File: src/rtl/dmem_uart_dump_if.sv
// Bundles the dump engine's control handshake, the data BRAM debug read port
// and the UART line. The master side is the host/memory environment (it issues
// start and returns BRAM read data); the slave side is the dump engine.
interface dmem_uart_dump_if #(
    parameter int ADDR_WIDTH = 10
) ();
    logic                  start;
    logic [ADDR_WIDTH-1:0] baseAddr;
    logic [ADDR_WIDTH-1:0] wordCount;
    logic                  busy;
    logic                  done;
    logic [ADDR_WIDTH-1:0] debugAddr;
    logic [31:0]           debugData;
    logic                  tx;

    modport master (
        output start, baseAddr, wordCount, debugData,
        input  busy, done, debugAddr, tx
    );

    modport slave (
        input  start, baseAddr, wordCount, debugData,
        output busy, done, debugAddr, tx
    );
endinterface

File: src/rtl/dmem_uart_dump.sv
// Post-run memory dump engine: reads a contiguous range of 32-bit words from
// the data BRAM debug port and sends them over an 8N1 UART line, most
// significant byte first. All outputs come straight from flops so tx is
// glitch-free and the reset forces the line idle-high immediately.
module dmem_uart_dump #(
    parameter int CLKS_PER_BIT = 1085,
    parameter int ADDR_WIDTH   = 10
) (
    input  logic             clk_i,
    input  logic             rst_ni,
    dmem_uart_dump_if.slave  bus
);

    localparam int CNT_W = (CLKS_PER_BIT > 2) ? $clog2(CLKS_PER_BIT) : 1;
    localparam logic [CNT_W-1:0] BAUD_LAST = CNT_W'(CLKS_PER_BIT - 1);

    typedef enum logic [2:0] {
        IDLE,
        ADDR,
        FETCH,
        START_BIT,
        DATA_BITS,
        STOP_BIT,
        DONE
    } state_t;

    state_t                state_q;
    logic [ADDR_WIDTH-1:0] addr_q;
    logic [ADDR_WIDTH-1:0] remain_q;
    logic [31:0]           word_q;
    logic [7:0]            byte_q;
    logic [1:0]            idx_q;
    logic [2:0]            bitCnt_q;
    logic [CNT_W-1:0]      baud_q;
    logic                  tx_q;
    logic                  busy_q;
    logic                  done_q;

    logic baudDone;

    assign baudDone      = (baud_q == BAUD_LAST);
    assign bus.debugAddr = addr_q;
    assign bus.tx        = tx_q;
    assign bus.busy      = busy_q;
    assign bus.done      = done_q;

    // Dump sequencer: fetch a word, shift its four bytes out as UART frames, advance to the next word.
    always_ff @(posedge clk_i or negedge rst_ni) begin
        if (!rst_ni) begin
            state_q  <= IDLE;
            addr_q   <= '0;
            remain_q <= '0;
            word_q   <= '0;
            byte_q   <= '0;
            idx_q    <= '0;
            bitCnt_q <= '0;
            baud_q   <= '0;
            tx_q     <= 1'b1;
            busy_q   <= 1'b0;
            done_q   <= 1'b0;
        end else begin
            case (state_q)
                IDLE: begin
                    if (bus.start) begin
                        if (bus.wordCount != '0) begin
                            addr_q   <= bus.baseAddr & ~ADDR_WIDTH'(3);
                            remain_q <= bus.wordCount;
                            busy_q   <= 1'b1;
                            state_q  <= ADDR;
                        end else begin
                            done_q  <= 1'b1;
                            state_q <= DONE;
                        end
                    end
                end

                ADDR: begin
                    state_q <= FETCH;
                end

                FETCH: begin
                    word_q  <= bus.debugData;
                    idx_q   <= 2'd3;
                    baud_q  <= '0;
                    tx_q    <= 1'b0;
                    state_q <= START_BIT;
                end

                START_BIT: begin
                    // Reloaded every cycle of the start bit; CLKS_PER_BIT >= 2
                    // guarantees it is settled before the first data bit.
                    byte_q <= word_q[{idx_q, 3'b000} +: 8];
                    if (baudDone) begin
                        baud_q   <= '0;
                        bitCnt_q <= '0;
                        tx_q     <= byte_q[0];
                        state_q  <= DATA_BITS;
                    end else begin
                        baud_q <= baud_q + CNT_W'(1);
                    end
                end

                DATA_BITS: begin
                    if (baudDone) begin
                        baud_q <= '0;
                        if (bitCnt_q == 3'd7) begin
                            tx_q    <= 1'b1;
                            state_q <= STOP_BIT;
                        end else begin
                            bitCnt_q <= bitCnt_q + 3'd1;
                            byte_q   <= byte_q >> 1;
                            tx_q     <= byte_q[1];
                        end
                    end else begin
                        baud_q <= baud_q + CNT_W'(1);
                    end
                end

                STOP_BIT: begin
                    if (baudDone) begin
                        baud_q <= '0;
                        if (idx_q != 2'd0) begin
                            idx_q   <= idx_q - 2'd1;
                            tx_q    <= 1'b0;
                            state_q <= START_BIT;
                        end else if (remain_q > ADDR_WIDTH'(1)) begin
                            addr_q   <= addr_q + ADDR_WIDTH'(4);
                            remain_q <= remain_q - ADDR_WIDTH'(1);
                            state_q  <= ADDR;
                        end else begin
                            done_q  <= 1'b1;
                            busy_q  <= 1'b0;
                            state_q <= DONE;
                        end
                    end else begin
                        baud_q <= baud_q + CNT_W'(1);
                    end
                end

                DONE: begin
                    done_q  <= 1'b0;
                    state_q <= IDLE;
                end

                default: begin
                    state_q <= IDLE;
                end
            endcase
        end
    end

endmodule
File: src/flat_wrapper.sv
// flat-port wrapper written by rule: the top's interface ports become plain ports
module dmem_uart_dump_flat 
#(
    parameter int CLKS_PER_BIT = 1085,
    parameter int ADDR_WIDTH   = 10
)
  (clk_i, rst_ni, bus_start, bus_baseAddr, bus_wordCount, bus_debugData, bus_busy, bus_done, bus_debugAddr, bus_tx);
  dmem_uart_dump_if #(.ADDR_WIDTH(ADDR_WIDTH)) bus_i ();
  input  logic clk_i;
  input  logic rst_ni;
  input wire logic [$bits(bus_i.start)-1:0] bus_start;
  input wire logic [$bits(bus_i.baseAddr)-1:0] bus_baseAddr;
  input wire logic [$bits(bus_i.wordCount)-1:0] bus_wordCount;
  input wire logic [$bits(bus_i.debugData)-1:0] bus_debugData;
  output wire logic [$bits(bus_i.busy)-1:0] bus_busy;
  output wire logic [$bits(bus_i.done)-1:0] bus_done;
  output wire logic [$bits(bus_i.debugAddr)-1:0] bus_debugAddr;
  output wire logic [$bits(bus_i.tx)-1:0] bus_tx;
  assign bus_i.start = bus_start;
  assign bus_i.baseAddr = bus_baseAddr;
  assign bus_i.wordCount = bus_wordCount;
  assign bus_i.debugData = bus_debugData;
  assign bus_busy = bus_i.busy;
  assign bus_done = bus_i.done;
  assign bus_debugAddr = bus_i.debugAddr;
  assign bus_tx = bus_i.tx;
  dmem_uart_dump #(.CLKS_PER_BIT(CLKS_PER_BIT), .ADDR_WIDTH(ADDR_WIDTH)) u_core (.clk_i(clk_i), .rst_ni(rst_ni), .bus(bus_i));
endmodule
File: config.mk
export PLATFORM = sky130hd
export DESIGN_NAME = dmem_uart_dump_flat
export DESIGN_NICKNAME = d
export VERILOG_FILES = /design/src/rtl/dmem_uart_dump_if.sv /design/src/rtl/dmem_uart_dump.sv /design/src/flat_wrapper.sv
export SDC_FILE = /design/constraint.sdc
export NUM_CORES = 1
export LEC_CHECK = 0
export BUFFER_PORTS_ARGS = -buffer_cell sky130_fd_sc_hd__buf_2
export CORE_MARGIN = 4
export CORE_UTILIZATION = 27
export CTS_CLUSTER_DIAMETER = 200
export DETAILED_ROUTE_END_ITERATION = 12
export MAX_ROUTING_LAYER = met4
export PLACE_DENSITY = 0.45
export SYNTH_ARGS = -nofsm -noshare
export SYNTH_HDL_FRONTEND = slang
export SYNTH_SLANG_ARGS = --single-unit
File: constraint.sdc
create_clock -name clk_i -period 3.8 [get_ports clk_i]
set_input_delay 0.19 -clock clk_i [delete_from_list [all_inputs] [get_ports clk_i]]
set_output_delay 0.19 -clock clk_i [all_outputs]
set_load 0.005 [all_outputs]
# Yosys cells after proc, flatten, opt, wreduce, memory -nomap -nowiden
# Index checks and enable logic that the tools add are counted.
# Widths: inputs -> output; s select.
dict set report totals {
  out_inout_bits 13
  inputBits 55
  elab_cells 107
  register_bits 82
}
dict set report classes {
  shifts 1
  reduce_logical 18
  addsub 5
  mux 51
  magnitude_cmp 1
  n_eq_ne 20
}
# operator n
set ops {}
lappend ops {{$mux 10} 10}
lappend ops {{$pmux 10 s2} 2}
lappend ops {{$mux 3} 11}
lappend ops {{$shiftx 32x6->8} 1}
lappend ops {{$pmux 11 s2} 1}
lappend ops {{$pmux 3 s6} 1}
lappend ops {{$reduce_and 6->1} 3}
lappend ops {{$mux 8} 2}
lappend ops {{$pmux 8 s2} 1}
lappend ops {{$mux 1} 15}
lappend ops {{$ne 2x1->1 const B} 7}
lappend ops {{$eq 3x3->1 const B} 4}
lappend ops {{$add 11x1->11 const B} 1}
lappend ops {{$eq 11x11->1 const B} 1}
lappend ops {{$mux 11} 1}
lappend ops {{$add 10x3->10 const B} 1}
lappend ops {{$gt 10x1->1 const B} 1}
lappend ops {{$ne 2x2->1 const B} 5}
lappend ops {{$reduce_and 5->1} 2}
lappend ops {{$reduce_bool 10->1} 1}
lappend ops {{$reduce_bool 2->1} 5}
lappend ops {{$sub 10x1->10 const B} 1}
lappend ops {{$eq 3x2->1 const B} 2}
lappend ops {{$pmux 3 s2} 1}
lappend ops {{14 further kinds} 16}

# Logic depth before layout (Yosys ltp)
# Gate-level depths: netlist of the first run.
dict set report depth {
  ltp_word 5
  depth_mapped 9
  ltp_nobuf 7
}

# Worst setup path before layout of the first run
# No wires, ideal clock.
dict set report synth_path {
  path_kind {register to register}
  start {reg u_core.idx_q[0]}
  end {reg u_core.addr_q[5] (netlist: u_core.bus.debugAddr[5])}
  period_less_slack_ps 2294
  t_arrival_ps 2169
  n_path_buf 2
  required_time_ps 3675
  path_slack_ps 1506
  stages_incl_launch_ff 10
  setup_time_ps 125
  cell_sequence {dfrtp_1 -> buf_1 -> inv_1 -> ha_1 -> and3_1 -> o21ai_0 -> a221oi_1 -> and2_4 -> buf_6 -> mux2_4}
}
dict set report synth_between {
  elab_chain_len 3
}
# item line_no
set synth_rtl {}
lappend synth_rtl {{start, declared} dmem_uart_dump.sv:32} ;# logic [1:0] idx_q;
lappend synth_rtl {{start signal, assigned} dmem_uart_dump.sv:123} ;# idx_q <= idx_q - 2'd1;
lappend synth_rtl {{$reduce_bool 2->1} dmem_uart_dump.sv:122} ;# if (idx_q != 2'd0) begin
lappend synth_rtl {{$ne 2x2->1 (no source line)} n/a}
lappend synth_rtl {{$reduce_and 6->1 (no source line)} n/a}
lappend synth_rtl {{end signal, assigned} dmem_uart_dump.sv:66} ;# addr_q <= bus.baseAddr & ~ADDR_WIDTH'(3);
lappend synth_rtl {{end signal, assigned} dmem_uart_dump.sv:127} ;# addr_q <= addr_q + ADDR_WIDTH'(4);
lappend synth_rtl {{end, declared} dmem_uart_dump.sv:28} ;# logic [ADDR_WIDTH-1:0] addr_q;
# Every way passes these cells.
# A chain may end at the register's enable or synchronous reset.

# Final worst setup path of the first run
dict set report layout_path {
  start {reg u_core.idx_q[1]}
  end {reg u_core.remain_q[4]}
}
dict set report layout_between {
  elab_chain_len 3
}
# item line_no
set layout_rtl {}
lappend layout_rtl {{$reduce_bool 2->1} dmem_uart_dump.sv:122}
lappend layout_rtl {{$ne 2x2->1 (no source line)} n/a}
lappend layout_rtl {{$reduce_and 6->1 (no source line)} n/a}
lappend layout_rtl {{end signal, assigned} dmem_uart_dump.sv:67} ;# remain_q <= bus.wordCount;
lappend layout_rtl {{end signal, assigned} dmem_uart_dump.sv:128} ;# remain_q <= remain_q - ADDR_WIDTH'(1);
lappend layout_rtl {{end, declared} dmem_uart_dump.sv:29} ;# logic [ADDR_WIDTH-1:0] remain_q;
# Every way passes these cells.

==> results.toml, run 1 <==
[timing]
clock_skew_ns = 0.006921
hold_slack_ns = 0.03494
slew_headroom_pct = 29.20
setup_viol = 0
fmax_mhz = 377.7
finalCritPeriodShare_pct = 69.67
finalMaxSlewViolations = 0
hold_viol_final = 0
rsz0062_at_grt = "no"
setup_ws_ns = 1.153
period_minus_slack_ns = 2.647
worst_pin_slew_ns = 1.062
tns_ns = 0

[clocking]
postCtsSetupRepairBufs = 0
h-tree-depth = 3
cts_tree = "yes"
insertion_delay_ns = 0.34
clk_pin_slew_worst_paths_ns = 0.06
cts-root-buf = "clkbuf_16"
cts_hold_buffers = 0
ctsResizeCount = 0
clockBufferDepth = 2
clkSinkCount = 80
cts_buffers = 9

[place]
pre_cts_ws_ns = 1.161
post-dp-hpwl_um = 7015
globalplace.congestion = 0.7781
placed_area_um2 = 4782
io_buffers = 63
dp_cells = 666

[power]
internal-power_mw = 1.454
p_switching_uw = 423.0
p_leak_nw = 2.208
p_seq_share_pct = 47.1
swShare_pct = 22.54
p_clk_share_pct = 48.4
power.density_nw_per_um2 = 368.3
finalPower_mw = 1.876
ir_drop_uv = 194.8
pwr-share-comb_pct = 4.4

[synth]
yosysUniqueCellTypes = 61
ys_ff_latch = 80
synthArstFlopShare_pct = 100.0
ys_seq_area_share_pct = 46.83
synthCells = 415
syn_area_per_cell_um2 = 10.31
yosysWarnings = 0
synth_edf_count = 0
synthFlopType = "dfrtp_1"
syn_area_um2 = 4278

[grt]
grt_pass1_wl_um = 17210
track_usage_pct = 12.40
grt_pass1_vias = 3413
grt-ovfl-total = 0
antenna_found_initial = 0
grt_max_degree = 81

[finish]
final_common_cell = "dfrtp_1"
stdcell_area_um2 = 5095
final_cell_mix = "dfrtp_1 (79), buf_2 (62), o21ai_0 (40)"
diodes = 0
instances_no_fill = 682
fin_nets = 529
syn_to_final_growth_pct = 19.10
final_util_pct = 33.15
drive_above_1_share_pct = 29.30

[run]
drv_cap = 0

[detailed_routing]
num_vias = 3354
wl_per_cell_um = 15.23
antenna_left = 0
via_per_inst = 4.918
first_pass_iters = 4
drtIter0Drc = 133
drc = 0
routed_wl_um = 10390

[floorplanning]
dieArea_um2 = 17920
io_pins = 68
rows = 45
core_um2 = 15370
start_util_pct = 27.83
die_width_um = 133.9
die_h_um = 133.9

[setup_path]
worstPathRequired_ns = 4.02
reg2reg_depth = 8
cp_slowest_cell = "dfrtp_1"
cp-start-kind = "flip-flop"
crit_buf_inv = 2
crit_path_cell_trace = "inv_1 -> ha_1 -> and3_1 -> o21ai_0 -> a221oi_2 -> buf_4 -> and2_4 -> mux2_2"
crit_cells = 8
end_kind = "flip-flop"
crit_arrival_ns = 2.87
crit_family = "flip-flops"
cpPeakStageDelay_ns = 0.57
worstSetupPathType = "reg -> reg"
cp_max_fo = 21

[status]
status = "complete, no violations"

[worst_hold_path]
min_path_type = "in -> async"
[metal layers]
| layer | wire length [um] | track usage [%] | up-vias |
|---|---|---|---|
| met5 | 0 | - | - |
| met3 | 377 | 2.363 | 10 |
| met2 | 4779 | 18.19 | 68 |
| li1 | - | - | 1649 |
| met1 | 5041 | 16.61 | 1627 |
| met4 | 189 | 5.714 | 0 |
[sequential cells by signal, summed over array words and instances (netlist names)]
name and count:
u_core.remain_q 10, u_core.bus.busy 1, u_core.bus.done 1, u_core.bus.debugAddr 8, u_core.baud_q 11, u_core.byte_q 8, u_core.word_q 32, u_core.idx_q 2
u_core.bus.tx 1, u_core.state_q 3, u_core.bitCnt_q 3
[logic make-up (layout without fill, tap and decap cells)]
kind of cell | after synthesis | in the layout | synth area share (%)
adder cells (fa/ha/maj) | 8 | 8 | 2.340
multiplexers | 51 | 51 | 15.41
other | 1 | 2 | 0.08766
XOR/XNOR | 4 | 4 | 0.8191
flip-flops | 80 | 80 | 46.83
AO/OA/AOI/OAI | 124 | 124 | 17.20
buffers and inverters | 38 | 93 | 3.831
AND/OR/NAND/NOR | 109 | 109 | 13.48
[layout make-up]
cell class                 instances  area (um2)
inverter                           9       33.78
clock buffer                      10       239.0
tap                              211       264.0
sequential                        80        2003
clock inverter                     6       73.82
timing repair buffer              68       355.3
multi-input combinational        298        2126
fill                            1593       10280
[cells in the mapped netlist, drive strengths merged, types with 3 or more instances]
cell     n  area share (%)
o22ai    7             1.0
nor2    23             2.0
buf     10             1.4
clkbuf  19             1.7
o21ai   40             4.7
dfrtp   79              46
inv      9            0.79
and3     5            0.73
ha       8             2.3
nor4     4             1.1
or4      5            0.88
a31oi   12             1.8
mux4     8             4.2
nor3     6            0.70
a21oi   39             4.6
mux2i    7             1.6
nand3   12             1.4
nand2   34             3.2
mux2    36             9.6
and4     3            0.61
nand4    4            0.58
and2     3            0.50
[path summary, 6_finish.rpt]
kind	from	end	slack, ns
max in group asynchronous	rst_ni	u_core.baud_q[6]	3.09
max	u_core.idx_q[1]	u_core.remain_q[4]	1.15
min reg2reg	u_core.word_q[24]	u_core.word_q[24]	0.50
min	rst_ni	u_core.word_q[23]	0.03
min in group clk_i	bus_debugData[27]	u_core.word_q[27]	0.07
max reg2reg	u_core.idx_q[1]	u_core.remain_q[4]	1.15
[worst register-to-register path, stage by stage, from the launching register on]
cell	delay (ns)
dfrtp_1	0.57
inv_1	0.16
ha_1	0.32
and3_1	0.19
o21ai_0	0.12
a221oi_2	0.20
buf_4	0.30
and2_4	0.30
mux2_2	0.36
[power by group through the flow]
stage               registers, mW  clock network, mW  logic [mW]
floorplan                   0.896                  0      0.0360
global placement            0.899                  0      0.0846
detailed placement          0.900                  0      0.0859
CTS                         0.884              0.948      0.0863
global route                0.887              0.979      0.0946
finish                      0.884              0.909      0.0834
No activity file was read; power rests on OpenSTA's default activity.
==> run 2, diff against run 1 <==
- ABC_AREA: not set -> 1
- PLACE_DENSITY: 0.45 -> 0.46
- clock period: 3.8 -> 2.4 ns (I/O delays scaled with it)
==> results.toml, run 2 <==
[setup_path]
cp_slowest_cell = "dfrtp_1"
crit_arrival_ns = 2.19
worstSetupPathType = "reg -> reg"
cpPeakStageDelay_ns = 0.44
cp_max_fo = 18
end_kind = "flip-flop"
worstPathRequired_ns = 2.69
cp_common_cell = "nand2_1"
crit_path_cell_trace = "inv_1 -> ha_1 -> o21ai_0 -> nor2_1 -> nand4_2 -> nand3_4 -> nand2_1 -> nand2_1"
cp-start-kind = "flip-flop"

[status]
status = "complete, no violations"

[grt]
grt_pass1_wl_um = 20970
grt_max_degree = 44
antenna_found_initial = 0
grt_pass1_vias = 4204
track_usage_pct = 13.50
grt-ovfl-total = 0

[detailed_routing]
routed_wl_um = 12240
antenna_left = 0
drc = 0
via_per_inst = 4.440
num_vias = 4289
wl_per_cell_um = 12.67
first_pass_iters = 4
drtIter0Drc = 266

[synth]
synth_top_area_cell = "dfrtp_1"
ys_seq_area_share_pct = 43.20
syn_area_per_cell_um2 = 7.167
syn_area_um2 = 4637
synthFlopType = "dfrtp_1"
synthDominantCellAreaShare_pct = 42.63
yosysWarnings = 0
synthTopCellsByCount = "nand2_1 (283), dfrtp_1 (79), nand3_1 (55)"
ys_ff_latch = 80
yosysUniqueCellTypes = 34
synthArstFlopShare_pct = 100.0
yosysMostFrequentCell = "nand2_1"
synth_area_leaders = "dfrtp_1 (43%), nand2_1 (23%), nand3_1 (5.9%)"
synth_edf_count = 0
synthCells = 647

[clocking]
postCtsSetupRepairBufs = 0
insertion_delay_ns = 0.35
clockBufferDepth = 2
clkSinkCount = 80
cts_tree = "yes"
clk_pin_slew_worst_paths_ns = 0.06
cts_buffers = 9
cts-root-buf = "clkbuf_16"
h-tree-depth = 3
ctsResizeCount = 0

[timing]
rsz0062_at_grt = "no"
worst_pin_slew_ns = 0.9500
fmax_mhz = 525.3
period_minus_slack_ns = 1.904
hold_viol_final = 0
clock_skew_ns = 0.002946
slew_headroom_pct = 36.60
setup_viol = 0
finalCritPeriodShare_pct = 79.32
finalMaxSlewViolations = 0
tns_ns = 0

[run]
drv_cap = 0

[finish]
final_common_cell = "nand2_1"
drive_above_1_share_pct = 16.09
syn_to_final_growth_pct = 25.36
diodes = 0
largest-register = "u_core.word_q"
reg.largest.list = "u_core.word_q: 32 flops, u_core.baud_q: 11 flops, u_core.remain_q: 10 flops"
final_cell_mix = "nand2_1 (283), dfrtp_1 (79), buf_2 (62)"
fin_nets = 805
largest_reg_flops = 32

[power]
power.density_nw_per_um2 = 516.6
finalPower_mw = 3.003
ir_drop_uv = 329.4
p_leak_nw = 2.998

[floorplanning]
die_width_um = 139.1
core_um2 = 16700
io_pins = 68
die_h_um = 139.1
rows = 47
dieArea_um2 = 19330
start_util_pct = 27.76

[place]
post-dp-hpwl_um = 8868
globalplace.congestion = 0.8246
io_buffers = 63

[worst_hold_path]
min_path_type = "in -> reg"
==> run 2: cell types whose count changed after synthesis, sizes merged, moves of 12 or more <==
cell and change:
mux2 -36, a21oi -36, nand2 +257, clkbuf -12
inv +36, a31oi -12, nor2 +14, nand3 +49
nand4 +14
==> run 2: stage by stage <==
stage / utilization, % / cell area, um2 / worst slack [ns] / hold WS, ns / std cells
after floorplan: - / 4641 / 0.4650 / -0.1756 / 648
after global placement: 31.06 / 5187 / 0.5489 / 0.1557 / 919
after detailed placement: 31.06 / 5187 / 0.5425 / 0.1611 / 919
after CTS: 34.81 / 5813 / 0.5147 / 0.004174 / 966
after global routing: 34.81 / 5813 / 0.3299 / 0.01919 / 966
final: 34.81 / 5813 / 0.4963 / 0.02688 / 966
==> run 2: cell families after synthesis <==
logic type      Yosys count  synth area share, %
flops                    80                43.20
fa+ha+maj                 8                2.159
other cells               1              0.08087
buf+inv                  71                6.746
simple gates            420                39.45
xor+xnor                  7                1.322
compound gates           60                7.043
==> run 2: final cells by class <==
| cell class | count | area, um2 |
|---|---|---|
| multi-input cells | 497 | 2325 |
| repair buffers | 107 | 728.2 |
| clock inverters | 4 | 52.55 |
| inverters | 47 | 176.4 |
| fillers | 1771 | 10890 |
| well taps | 220 | 275.3 |
| flip-flops and latches | 80 | 2003 |
| clock buffers | 11 | 252.7 |
==> run 2: worst max-delay path, delay by kind of cell (launching register included) <==
family	cells	cell delay [ns]
flops	1	0.44
compound gates	1	0.11
simple gates	5	0.82
fa+ha+maj	1	0.31
buf+inv	1	0.17
==> run 2: final timing paths <==
check                                endpoint          startpoint  slack (ns)  cells after the start
max in group asynchronous       u_core.bus.tx              rst_ni        1.38                      3
hold / removal              u_core.word_q[31]   bus_debugData[31]        0.03                      3
hold reg to reg              u_core.word_q[0]    u_core.word_q[0]        0.47                      2
min in group asynchronous    u_core.baud_q[5]              rst_ni        0.31                      2
setup reg to reg           u_core.remain_q[6]  u_core.remain_q[0]        0.50                      8
setup / recovery           u_core.remain_q[6]  u_core.remain_q[0]        0.50                      8
==> run 2: where the power goes <==
group          internal [mW]  total [mW]  switching, mW
clock                  0.860        1.42          0.561
combinational         0.0965       0.183         0.0861
sequential              1.38        1.40         0.0167
==> run 2: per-layer routing <==
metal / vias up / part of all wire [%] / global-route usage [%] / wire length [um]
met4: 0 / 1.2 / 3.656 / 150
met3: 10 / 4.2 / 3.241 / 511
met1: 1948 / 50 / 18.03 / 6082
met2: 81 / 45 / 20.58 / 5492
met5: - / 0 / - / 0
li1: 2250 / - / - / -
==> run 2: repair_timing <==
item,4_1_cts,5_1_grt
endpoints found under the hold margin,71,0
setup endpoints to repair,0,0
hold buffers,32,0
